**src/rtl/pkt_fifo_rd_ctrl_if.sv**
```systemverilog
// Handshake bundle between the packet FIFO read controller and its FIFO, ACL parser and AXIS sink.
// The master modport is the controller's view; slave is the surrounding environment.
interface pkt_fifo_rd_ctrl_if #(
  parameter int DATA_WIDTH = 32
);
  logic                  i_wr_tlast;
  logic [DATA_WIDTH-1:0] i_fifo_data;
  logic                  i_fifo_last;
  logic                  i_fifo_empty;
  logic                  o_rd_valid;
  logic                  o_fifo_invalid;
  logic                  o_hdr_valid;
  logic [DATA_WIDTH-1:0] o_hdr_data;
  logic [2:0]            o_hdr_idx;
  logic                  i_verdict_valid;
  logic                  i_verdict_permit;
  logic                  o_tx_tvalid;
  logic [DATA_WIDTH-1:0] o_tx_tdata;
  logic                  o_tx_tlast;
  logic                  i_tx_tready;
  logic [3:0]            o_frame_cnt;
  logic [15:0]           o_drop_cnt;
  logic                  o_overflow;
  logic                  o_busy;

  modport master (
    input  i_wr_tlast, i_fifo_data, i_fifo_last, i_fifo_empty,
    input  i_verdict_valid, i_verdict_permit, i_tx_tready,
    output o_rd_valid, o_fifo_invalid, o_hdr_valid, o_hdr_data, o_hdr_idx,
    output o_tx_tvalid, o_tx_tdata, o_tx_tlast,
    output o_frame_cnt, o_drop_cnt, o_overflow, o_busy
  );

  modport slave (
    output i_wr_tlast, i_fifo_data, i_fifo_last, i_fifo_empty,
    output i_verdict_valid, i_verdict_permit, i_tx_tready,
    input  o_rd_valid, o_fifo_invalid, o_hdr_valid, o_hdr_data, o_hdr_idx,
    input  o_tx_tvalid, o_tx_tdata, o_tx_tlast,
    input  o_frame_cnt, o_drop_cnt, o_overflow, o_busy
  );
endinterface

```
**src/rtl/pkt_fifo_rd_ctrl.sv**
```systemverilog
// Packet FIFO read controller: feeds frame headers to an ACL parser, then forwards
// permitted frames on AXIS or flushes denied / timed-out frames from the FIFO.
module pkt_fifo_rd_ctrl #(
  parameter int DATA_WIDTH      = 32,
  parameter int HDR_WORDS       = 4,
  parameter int MAX_FRAMES      = 15,
  parameter int VERDICT_TIMEOUT = 255
) (
  input  logic                  clk,
  input  logic                  rst,
  pkt_fifo_rd_ctrl_if.master    bus
);

  localparam int              TMO_W    = $clog2(VERDICT_TIMEOUT + 1);
  localparam logic [TMO_W-1:0] TMO_LAST = TMO_W'(VERDICT_TIMEOUT - 1);
  localparam logic [2:0]      HDR_LAST = 3'(HDR_WORDS - 1);

  typedef enum logic [2:0] {IDLE, HDR, WAIT_V, FWD_HDR, FWD_BODY, DROP} state_t;

  state_t                  state_r;
  logic [2:0]              hdr_idx_r;
  logic [2:0]              tx_idx_r;
  logic                    ended_r;
  logic [TMO_W-1:0]        tmo_cnt_r;
  logic [3:0]              frame_cnt_r;
  logic [15:0]             drop_cnt_r;
  logic                    overflow_r;
  logic [DATA_WIDTH-1:0]   hdr_buf_r [8];

  logic                    rd_valid_s;
  logic                    fifo_invalid_s;
  logic                    hdr_valid_s;
  logic [DATA_WIDTH-1:0]   hdr_data_s;
  logic [2:0]              hdr_idx_s;
  logic                    tx_tvalid_s;
  logic [DATA_WIDTH-1:0]   tx_tdata_s;
  logic                    tx_tlast_s;
  logic                    pop_last_s;

  function automatic logic [15:0] sat_inc16(input logic [15:0] v);
    return (v == 16'hFFFF) ? v : v + 16'd1;
  endfunction

  // Per-state output decode; pops are gated by FIFO occupancy so an empty FIFO is never read.
  always_comb begin
    rd_valid_s     = 1'b0;
    fifo_invalid_s = 1'b0;
    hdr_valid_s    = 1'b0;
    hdr_data_s     = '0;
    hdr_idx_s      = 3'd0;
    tx_tvalid_s    = 1'b0;
    tx_tdata_s     = '0;
    tx_tlast_s     = 1'b0;
    case (state_r)
      HDR: begin
        rd_valid_s  = !bus.i_fifo_empty;
        hdr_valid_s = !bus.i_fifo_empty;
        hdr_data_s  = bus.i_fifo_data;
        hdr_idx_s   = hdr_idx_r;
      end
      FWD_HDR: begin
        tx_tvalid_s = 1'b1;
        tx_tdata_s  = hdr_buf_r[tx_idx_r];
        tx_tlast_s  = ended_r && (tx_idx_r == HDR_LAST);
      end
      FWD_BODY: begin
        tx_tvalid_s = !bus.i_fifo_empty;
        tx_tdata_s  = bus.i_fifo_data;
        tx_tlast_s  = bus.i_fifo_last;
        rd_valid_s  = !bus.i_fifo_empty && bus.i_tx_tready;
      end
      DROP: begin
        rd_valid_s     = !bus.i_fifo_empty;
        fifo_invalid_s = 1'b1;
      end
      default: begin
        rd_valid_s = 1'b0;
      end
    endcase
  end

  assign pop_last_s = rd_valid_s && bus.i_fifo_last;

  // Frame sequencing FSM with header capture, verdict timeout and drop accounting.
  always_ff @(posedge clk or posedge rst) begin
    if (rst) begin
      state_r    <= IDLE;
      hdr_idx_r  <= 3'd0;
      tx_idx_r   <= 3'd0;
      ended_r    <= 1'b0;
      tmo_cnt_r  <= '0;
      drop_cnt_r <= 16'd0;
      for (int i = 0; i < 8; i++) hdr_buf_r[i] <= '0;
    end else begin
      case (state_r)
        IDLE: begin
          if (frame_cnt_r != 4'd0 && !bus.i_fifo_empty) begin
            state_r   <= HDR;
            hdr_idx_r <= 3'd0;
          end
        end
        HDR: begin
          if (!bus.i_fifo_empty) begin
            hdr_buf_r[hdr_idx_r] <= bus.i_fifo_data;
            if (hdr_idx_r == HDR_LAST) begin
              state_r   <= WAIT_V;
              ended_r   <= bus.i_fifo_last;
              tmo_cnt_r <= '0;
            end else if (bus.i_fifo_last) begin
              state_r    <= IDLE;
              drop_cnt_r <= sat_inc16(drop_cnt_r);
            end else begin
              hdr_idx_r <= hdr_idx_r + 3'd1;
            end
          end
        end
        WAIT_V: begin
          // A verdict arriving on the timeout cycle wins over the implicit deny.
          if (bus.i_verdict_valid && bus.i_verdict_permit) begin
            state_r  <= FWD_HDR;
            tx_idx_r <= 3'd0;
          end else if (bus.i_verdict_valid || tmo_cnt_r == TMO_LAST) begin
            state_r    <= ended_r ? IDLE : DROP;
            drop_cnt_r <= sat_inc16(drop_cnt_r);
          end else begin
            tmo_cnt_r <= tmo_cnt_r + TMO_W'(1);
          end
        end
        FWD_HDR: begin
          if (bus.i_tx_tready) begin
            if (tx_idx_r == HDR_LAST) begin
              state_r <= ended_r ? IDLE : FWD_BODY;
            end else begin
              tx_idx_r <= tx_idx_r + 3'd1;
            end
          end
        end
        FWD_BODY, DROP: begin
          if (pop_last_s) state_r <= IDLE;
        end
        default: state_r <= IDLE;
      endcase
    end
  end

  // Committed-frame counter: a commit and a frame-end pop in the same cycle cancel out.
  always_ff @(posedge clk or posedge rst) begin
    if (rst) begin
      frame_cnt_r <= 4'd0;
      overflow_r  <= 1'b0;
    end else if (bus.i_wr_tlast && !pop_last_s) begin
      if (frame_cnt_r == 4'(MAX_FRAMES)) begin
        overflow_r <= 1'b1;
      end else begin
        frame_cnt_r <= frame_cnt_r + 4'd1;
      end
    end else if (pop_last_s && !bus.i_wr_tlast && frame_cnt_r != 4'd0) begin
      frame_cnt_r <= frame_cnt_r - 4'd1;
    end
  end

  assign bus.o_rd_valid     = rd_valid_s;
  assign bus.o_fifo_invalid = fifo_invalid_s;
  assign bus.o_hdr_valid    = hdr_valid_s;
  assign bus.o_hdr_data     = hdr_data_s;
  assign bus.o_hdr_idx      = hdr_idx_s;
  assign bus.o_tx_tvalid    = tx_tvalid_s;
  assign bus.o_tx_tdata     = tx_tdata_s;
  assign bus.o_tx_tlast     = tx_tlast_s;
  assign bus.o_frame_cnt    = frame_cnt_r;
  assign bus.o_drop_cnt     = drop_cnt_r;
  assign bus.o_overflow     = overflow_r;
  assign bus.o_busy         = (state_r != IDLE);

endmodule

```
**src/flat_wrapper.sv**
```systemverilog
// flat-port wrapper written by rule: the top's interface ports become plain ports
module pkt_fifo_rd_ctrl_flat 
#(
  parameter int DATA_WIDTH      = 32,
  parameter int HDR_WORDS       = 4,
  parameter int MAX_FRAMES      = 15,
  parameter int VERDICT_TIMEOUT = 255
)
  (clk, rst, bus_i_wr_tlast, bus_i_fifo_data, bus_i_fifo_last, bus_i_fifo_empty, bus_i_verdict_valid, bus_i_verdict_permit, bus_i_tx_tready, bus_o_rd_valid, bus_o_fifo_invalid, bus_o_hdr_valid, bus_o_hdr_data, bus_o_hdr_idx, bus_o_tx_tvalid, bus_o_tx_tdata, bus_o_tx_tlast, bus_o_frame_cnt, bus_o_drop_cnt, bus_o_overflow, bus_o_busy);
  pkt_fifo_rd_ctrl_if #(.DATA_WIDTH(DATA_WIDTH)) bus_i ();
  input  logic clk;
  input  logic rst;
  input wire logic [$bits(bus_i.i_wr_tlast)-1:0] bus_i_wr_tlast;
  input wire logic [$bits(bus_i.i_fifo_data)-1:0] bus_i_fifo_data;
  input wire logic [$bits(bus_i.i_fifo_last)-1:0] bus_i_fifo_last;
  input wire logic [$bits(bus_i.i_fifo_empty)-1:0] bus_i_fifo_empty;
  input wire logic [$bits(bus_i.i_verdict_valid)-1:0] bus_i_verdict_valid;
  input wire logic [$bits(bus_i.i_verdict_permit)-1:0] bus_i_verdict_permit;
  input wire logic [$bits(bus_i.i_tx_tready)-1:0] bus_i_tx_tready;
  output wire logic [$bits(bus_i.o_rd_valid)-1:0] bus_o_rd_valid;
  output wire logic [$bits(bus_i.o_fifo_invalid)-1:0] bus_o_fifo_invalid;
  output wire logic [$bits(bus_i.o_hdr_valid)-1:0] bus_o_hdr_valid;
  output wire logic [$bits(bus_i.o_hdr_data)-1:0] bus_o_hdr_data;
  output wire logic [$bits(bus_i.o_hdr_idx)-1:0] bus_o_hdr_idx;
  output wire logic [$bits(bus_i.o_tx_tvalid)-1:0] bus_o_tx_tvalid;
  output wire logic [$bits(bus_i.o_tx_tdata)-1:0] bus_o_tx_tdata;
  output wire logic [$bits(bus_i.o_tx_tlast)-1:0] bus_o_tx_tlast;
  output wire logic [$bits(bus_i.o_frame_cnt)-1:0] bus_o_frame_cnt;
  output wire logic [$bits(bus_i.o_drop_cnt)-1:0] bus_o_drop_cnt;
  output wire logic [$bits(bus_i.o_overflow)-1:0] bus_o_overflow;
  output wire logic [$bits(bus_i.o_busy)-1:0] bus_o_busy;
  assign bus_i.i_wr_tlast = bus_i_wr_tlast;
  assign bus_i.i_fifo_data = bus_i_fifo_data;
  assign bus_i.i_fifo_last = bus_i_fifo_last;
  assign bus_i.i_fifo_empty = bus_i_fifo_empty;
  assign bus_i.i_verdict_valid = bus_i_verdict_valid;
  assign bus_i.i_verdict_permit = bus_i_verdict_permit;
  assign bus_i.i_tx_tready = bus_i_tx_tready;
  assign bus_o_rd_valid = bus_i.o_rd_valid;
  assign bus_o_fifo_invalid = bus_i.o_fifo_invalid;
  assign bus_o_hdr_valid = bus_i.o_hdr_valid;
  assign bus_o_hdr_data = bus_i.o_hdr_data;
  assign bus_o_hdr_idx = bus_i.o_hdr_idx;
  assign bus_o_tx_tvalid = bus_i.o_tx_tvalid;
  assign bus_o_tx_tdata = bus_i.o_tx_tdata;
  assign bus_o_tx_tlast = bus_i.o_tx_tlast;
  assign bus_o_frame_cnt = bus_i.o_frame_cnt;
  assign bus_o_drop_cnt = bus_i.o_drop_cnt;
  assign bus_o_overflow = bus_i.o_overflow;
  assign bus_o_busy = bus_i.o_busy;
  pkt_fifo_rd_ctrl #(.DATA_WIDTH(DATA_WIDTH), .HDR_WORDS(HDR_WORDS), .MAX_FRAMES(MAX_FRAMES), .VERDICT_TIMEOUT(VERDICT_TIMEOUT)) u_core (.clk(clk), .rst(rst), .bus(bus_i));
endmodule
```
**config.mk**
```make
export PLATFORM = sky130hd
export DESIGN_NAME = pkt_fifo_rd_ctrl_flat
export DESIGN_NICKNAME = d
export VERILOG_FILES = /design/src/rtl/pkt_fifo_rd_ctrl_if.sv /design/src/rtl/pkt_fifo_rd_ctrl.sv /design/src/flat_wrapper.sv
export SDC_FILE = /design/constraint.sdc
export NUM_CORES = 1
export LEC_CHECK = 0
export BUFFER_PORTS_ARGS = -buffer_cell sky130_fd_sc_hd__buf_4
export CAP_MARGIN = 10
export CORE_ASPECT_RATIO = 0.7
export CORE_MARGIN = 4
export CORE_UTILIZATION = 55
export CTS_CLUSTER_DIAMETER = 60
export DETAILED_ROUTE_END_ITERATION = 8
export PLACE_DENSITY = 0.75
export SLEW_MARGIN = 20
export SYNTH_ARGS = -nofsm -noshare
export SYNTH_HDL_FRONTEND = slang
export SYNTH_SLANG_ARGS = --single-unit
```
**constraint.sdc**
```tcl
create_clock -name clk -period 14.1 [get_ports clk]
set_input_delay 2.115 -clock clk [delete_from_list [all_inputs] [get_ports clk]]
set_output_delay 2.115 -clock clk [all_outputs]
set_load 0.01 [all_outputs]
```
# ---- After elaboration in Yosys (flattened, before gate mapping)
# Index checks and enable logic that the tools add are counted.
dict set report op_classes {
  addsub 6
  order_cmp 3
  n_eq_ne 27
  muxes 50
  n_bitwise 3
  reduce_logical 31
}
# operator n
set op_table {}
lappend op_table {{$bwmux 256} 1}
lappend op_table {{$mux 32} 4}
lappend op_table {{$bmux 32 s3} 1}
lappend op_table {{$demux 32 s3} 1}
lappend op_table {{$mux 16} 6}
lappend op_table {{$pmux 32 s2} 1}
lappend op_table {{$mux 3} 19}
lappend op_table {{$mux 8} 4}
lappend op_table {{$pmux 16 s2} 1}
lappend op_table {{$ne 2x2->1 const B} 9}
lappend op_table {{$add 16x1->16 const B} 1}
lappend op_table {{$eq 16x16->1 const B} 1}
lappend op_table {{$pmux 8 s2} 1}
lappend op_table {{$pmux 3 s5} 1}
lappend op_table {{$eq 3x2->1 const B} 4}
lappend op_table {{$mux 4} 3}
lappend op_table {{$ne 2x1->1 const B} 6}
lappend op_table {{$pmux 3 s2} 2}
lappend op_table {{$reduce_and 5->1} 2}
lappend op_table {{$logic_and 1x1->1} 9}
lappend op_table {{$add 8x1->8 const B} 1}
lappend op_table {{$eq 8x8->1 const B} 1}
lappend op_table {{$ge 4x4->1 const B} 2}
lappend op_table {{$not 3->4} 2}
lappend op_table {{24 further kinds} 37}
dict set report word_totals {
  register_bits 295
  input_bits 40
  output_inout_bits 94
  word_cells 136
}

# ---- Longest topological paths before layout
dict set report depth {
  word_depth 8
  ltp_mapped 9
  ltp_nobuf 8
}

# ---- Worst setup path after synthesis
# No wires, ideal clock.
dict set report synth_path {
  kind {input port to output port}
  startpoint {input port bus_i_fifo_empty}
  endpoint {output port bus_o_tx_tvalid}
  t_arrival_ns 2.679
  required_time_ns 11.985
  path_slack_ns 9.306
  stages 2
  n_path_buf 1
  path_cell_list {clkbuf_1 > o31ai_1}
}
dict set report synth_via {
  elab_chain_cells 2
}
# item line
set synth_lines {}
lappend synth_lines {{start, declared} flat_wrapper.sv:16} ;# input wire logic [$bits(bus_i.i_fifo_empty)-1:0] bus_i_fifo_empty;
lappend synth_lines {{$logic_not 1->1} pkt_fifo_rd_ctrl.sv:67} ;# tx_tvalid_s = !bus.i_fifo_empty;
lappend synth_lines {{$pmux 1 s2} pkt_fifo_rd_ctrl.sv:54} ;# case (state_r)
lappend synth_lines {{end, declared} flat_wrapper.sv:25} ;# output wire logic [$bits(bus_i.o_tx_tvalid)-1:0] bus_o_tx_tvalid;
# Every way passes these cells.

# ---- Worst setup path in the final report
dict set report layout_path {
  startpoint {register u_core.tx_idx_r[0]}
  endpoint {output port bus_o_tx_tdata[18]}
}
dict set report layout_via {
  elab_chain_cells 5
}
# item line
set layout_lines {}
lappend layout_lines {{start, declared} pkt_fifo_rd_ctrl.sv:22} ;# logic [2:0] tx_idx_r;
lappend layout_lines {{start signal, assigned} pkt_fifo_rd_ctrl.sv:134} ;# tx_idx_r <= tx_idx_r + 3'd1;
lappend layout_lines {{$not 3->4 (implied by the code)} pkt_fifo_rd_ctrl.sv:63} ;# tx_tdata_s = hdr_buf_r[tx_idx_r];
lappend layout_lines {{$bmux 32 s3} pkt_fifo_rd_ctrl.sv:63}
lappend layout_lines {{$mux 32 (implied by the code) (2 in series)} pkt_fifo_rd_ctrl.sv:63}
lappend layout_lines {{$pmux 32 s2} pkt_fifo_rd_ctrl.sv:54}
lappend layout_lines {{end, declared} flat_wrapper.sv:26} ;# output wire logic [$bits(bus_i.o_tx_tdata)-1:0] bus_o_tx_tdata;
# Every way passes these cells. The select of a mux whose other input is x is not followed.

==> results_dict.tcl <==
set metrics [dict create \
    status "finished, final reports clean" \
    critical_path.reg2reg.endpoint "u_core.hdr_buf_r[176]" \
    hold_path.startpoint "u_core.bus.o_overflow" \
    hold_path_depth 1 \
    min_path_type "flop to flop" \
    post-synth-top-area-fraction 0.501 \
    unrepaired_setup_endpoints_after_global_routing "false" \
    reg2reg_slack_ps 10980 \
    cts_num_sinks 295 \
    groute.layer.met3.usage 0.0310 \
    number_of_buffers_created_by_cts 29 \
    final.period_utilization 0.381 \
    setup-tns-final_ps 0 \
    timing.critical_path.slowest_cell_delay_ps 830 \
    post-layout-total-power_mw 3.19 \
    source_to_sink_clock_delay_at_the_later_pin_of_the_worst_skew_pair_ps 550 \
    synth_cell_types 62 \
    placement_rows 49 \
    detail_route.wl_per_cell_um 21.3 \
    setup_violations 0 \
    final_util 0.642 \
    dpl.hpwl_um 18400 \
    drcViolationCount 0 \
    first_pass_grt_wire_length_um 52700 \
    antenna_violations_before_repair 0 \
    mostFrequentLayoutCell "sky130_fd_sc_hd__dfrtp_1" \
    grt_most_used_layer "met2" \
    hold_viol 0 \
    worst_clock_skew_ps 10.4 \
    worst_r2r_startpoint "u_core.state_r[0]" \
    grt_max_degree 90 \
    num_antenna_cells 0 \
    groute.layer.met2.usage 0.352 \
    routed_wl_um 31800 \
    number_of_i_o_pins 134 \
    die_area_sq_mm 0.0295 \
    routabilityCongestion 0.776 \
    design.core.area_sq_mm 0.0260 \
    die_height_um 145 \
    critPathBufInv 2 \
    series_of_cell_instances_along_the_critical_path "buf_4 -> mux4_2 -> mux2i_1 -> o21ai_0 -> buf_4" \
    max-slew-margin-rel 0.259 \
    timing.fmax_ghz 0.186 \
    detail-route-antenna-nets 0 \
    mapped_area_sq_mm 0.0147 \
    timing.critical_path.required_ps 11980 \
    synth_flop_cell "sky130_fd_sc_hd__dfrtp_1" \
    place.detailed.instances 1437 \
    grtUsageMet1 0.329 \
    vias_per_cell 5.86 \
    globalRouteTotalUtil 0.219 \
    die_width_um 204 \
    postLayoutCellArea_sq_mm 0.0167 \
    drt_first_pass_iters 4 \
    path_class "flop to output pin" \
    finalNonFillerCells 1490 \
    finalCriticalPeriod_ps 5380 \
    netlist.top_cell.by_area "sky130_fd_sc_hd__dfrtp_1" \
    cts.repair_timing.setup_buffer_count 0 \
    crit_path_top_delay_cell "sky130_fd_sc_hd__dfrtp_4" \
    hold-path-endpoint "u_core.bus.o_overflow" \
    postSynth.asyncResetShare 1.00 \
    p_leak_nw 7.91 \
    worst_setup_path_end_kind "output pin" \
    arrival_time_at_the_worst_endpoint_ps 3260 \
    power_per_cell_area_mw_per_mm2 191 \
    synthTopCellsByArea "sky130_fd_sc_hd__dfrtp_1 50%, sky130_fd_sc_hd__mux4_2 9.8%, sky130_fd_sc_hd__mux2_2 9.6%" \
    fraction_of_layout_instances_using_a_drive_strength_above_1 0.400 \
    mappedNetlistNets 1081 \
    h-tree-depth 1 \
    postSynthRegisterBits 295 \
    timing.critical_path.from_type "flop" \
    ir_worst_vdd_v 0.000102 \
    tightestPinTransition_ps 1110 \
    synth-edff-count 0 \
    synth_sequential_area_ratio 0.501 \
    floorplan.initialDensity 0.567 \
    finalNetCount 1161 \
    dpl-instance-area_sq_mm 0.0157 \
    path_delay_family "buffers and inverters" \
    cts-resized-gates 0 \
    drt_iter0_drc 449 \
    clockBufferDepth 3 \
    timing.critical_path.mode_cell "sky130_fd_sc_hd__buf_4" \
    global_route.overflow_total 0 \
    io_buffer_count 133 \
    layout.filler_cells 1967 \
    timing.reg2reg.worst_path_depth 4 \
    clk_root_buffer_cell "sky130_fd_sc_hd__clkbuf_16" \
    crit_path_max_fanout 38 \
    maxSlewViolCount 0 \
    average_footprint_of_a_synthesized_cell_sq_um 14.3 \
    layout-area-overhead-vs-synth_pct 13.3 \
    synth.yosys.warnings 0 \
    grt_pass1_vias 9304 \
    dr_total_vias 8737 \
    cts.hold.buffers_added 0 \
    clock_tree_from_tritoncts "built" \
    clkTransAtPathRegs_ps 60 \
    synthCells 1031 \
    commonest_cells_after_routing_fill_and_taps_aside "293 x sky130_fd_sc_hd__dfrtp_1, 144 x sky130_fd_sc_hd__buf_4, 126 x sky130_fd_sc_hd__mux2_2, 105 x sky130_fd_sc_hd__mux2_1, 64 x sky130_fd_sc_hd__mux4_2" \
    max-cap-violations 0 \
]
kinds of logic after synthesis:
kind of cell | after synthesis | share of synthesized area
multiplexers | 361 | 0.331
flip-flops | 295 | 0.501
adder cells (fa/ha/maj) | 10 | 0.00900
buffers and inverters | 102 | 0.0441
AO/OA/AOI/OAI | 72 | 0.0303
AND/OR/NAND/NOR | 173 | 0.0742
XOR/XNOR | 18 | 0.0107
metal layers:
| metal | routed length, um | vias to the layer above |
|---|---|---|
| li1 | - | 3928 |
| met1 | 15200 | 4602 |
| met2 | 14900 | 171 |
| met3 | 1280 | 36 |
| met4 | 418 | 0 |
| met5 | 0 | - |
where the power goes:
group / internal, mW / switching [mW] / total [mW]
Combinational: 0.612 / 0.481 / 1.09
Clock: 0.486 / 0.331 / 0.817
Sequential: 1.09 / 0.189 / 1.28
Total: 2.19 / 1.00 / 3.19
cell usage after synthesis (2+ instances only):
cell type	instances
sky130_fd_sc_hd__nand3b_1	2
sky130_fd_sc_hd__o31ai_1	4
sky130_fd_sc_hd__and3_1	2
sky130_fd_sc_hd__nor3b_1	5
sky130_fd_sc_hd__nand2_2	4
sky130_fd_sc_hd__a21oi_1	8
sky130_fd_sc_hd__inv_1	6
sky130_fd_sc_hd__and3b_1	2
sky130_fd_sc_hd__nand3_1	8
sky130_fd_sc_hd__nor2_2	2
sky130_fd_sc_hd__nor2_1	9
sky130_fd_sc_hd__mux4_2	64
sky130_fd_sc_hd__xor2_1	15
sky130_fd_sc_hd__clkbuf_1	22
sky130_fd_sc_hd__buf_4	36
sky130_fd_sc_hd__and4_1	2
sky130_fd_sc_hd__nor4_2	8
sky130_fd_sc_hd__a21o_1	2
sky130_fd_sc_hd__mux2_2	126
sky130_fd_sc_hd__o22ai_1	2
sky130_fd_sc_hd__ha_1	9
sky130_fd_sc_hd__nand2_1	54
sky130_fd_sc_hd__nand4_1	4
sky130_fd_sc_hd__nor2_8	2
sky130_fd_sc_hd__dfrtp_1	295
sky130_fd_sc_hd__nor3_4	2
sky130_fd_sc_hd__o21ai_0	41
sky130_fd_sc_hd__or3b_1	2
sky130_fd_sc_hd__buf_1	7
sky130_fd_sc_hd__nor3_2	3
sky130_fd_sc_hd__mux2_4	33
sky130_fd_sc_hd__mux2i_1	33
sky130_fd_sc_hd__xnor2_1	3
sky130_fd_sc_hd__or4_1	4
sky130_fd_sc_hd__o211ai_1	3
sky130_fd_sc_hd__nand2b_1	3
sky130_fd_sc_hd__and2_1	36
sky130_fd_sc_hd__mux2_1	105
sky130_fd_sc_hd__buf_6	15
sky130_fd_sc_hd__nor3_1	10
sky130_fd_sc_hd__nand3_4	2
sky130_fd_sc_hd__buf_2	15
sky130_fd_sc_hd__nor4b_1	2
how the worst max path moves through the flow:
stage / start / end / slack [ps] / depth (start not counted)
5_1_grt: u_core.tx_idx_r[0] / bus_o_tx_tdata[13] / 8510 / 5
4_1_cts: u_core.tx_idx_r[0] / bus_o_tx_tdata[6] / 8650 / 5
6_report: u_core.tx_idx_r[0] / bus_o_tx_tdata[18] / 8720 / 5
3_3_place_gp: bus_i_fifo_empty / bus_o_tx_tvalid / 9190 / 3
3_5_place_dp: bus_i_fifo_empty / bus_o_hdr_valid / 9160 / 3
2_1_floorplan: rst / u_core.bus.o_drop_cnt[0] / 3840 / 1
worst register-to-register path: cells and delay by family (launching register included):
| family | cells | cell delay, ps |
|---|---|---|
| flip-flops | 1 | 750 |
| multiplexers | 1 | 630 |
| AND/OR/NAND/NOR | 3 | 1620 |
registers in the layout (all words and copies together) (netlist names):
signal,cells
u_core.hdr_buf_r,256
u_core.bus.o_drop_cnt,16
u_core.tmo_cnt_r,8
u_core.bus.o_frame_cnt,4
u_core.hdr_idx_r,3
u_core.state_r,3
u_core.tx_idx_r,3
u_core.bus.o_overflow,1
u_core.ended_r,1
stage by stage:
step	hold slack, ps	worst slack (ps)
after floorplan	453	3840
after global placement	466	9190
after detailed placement	473	9160
after CTS	487	8650
after global routing	499	8510
final	479	8720
area by class of cell:
type | instances | area [sq um] | share of cell area
clock buffers | 42 | 875 | 0.0524
clock inverters | 11 | 150 | 0.00900
inverters | 7 | 33.8 | 0.00202
multi-input cells | 634 | 6710 | 0.402
flip-flops and latches | 295 | 7390 | 0.443
well taps | 357 | 447 | 0.0268
repair buffers | 144 | 1080 | 0.0648
Note: power is estimated with default switching activity, not from simulation.
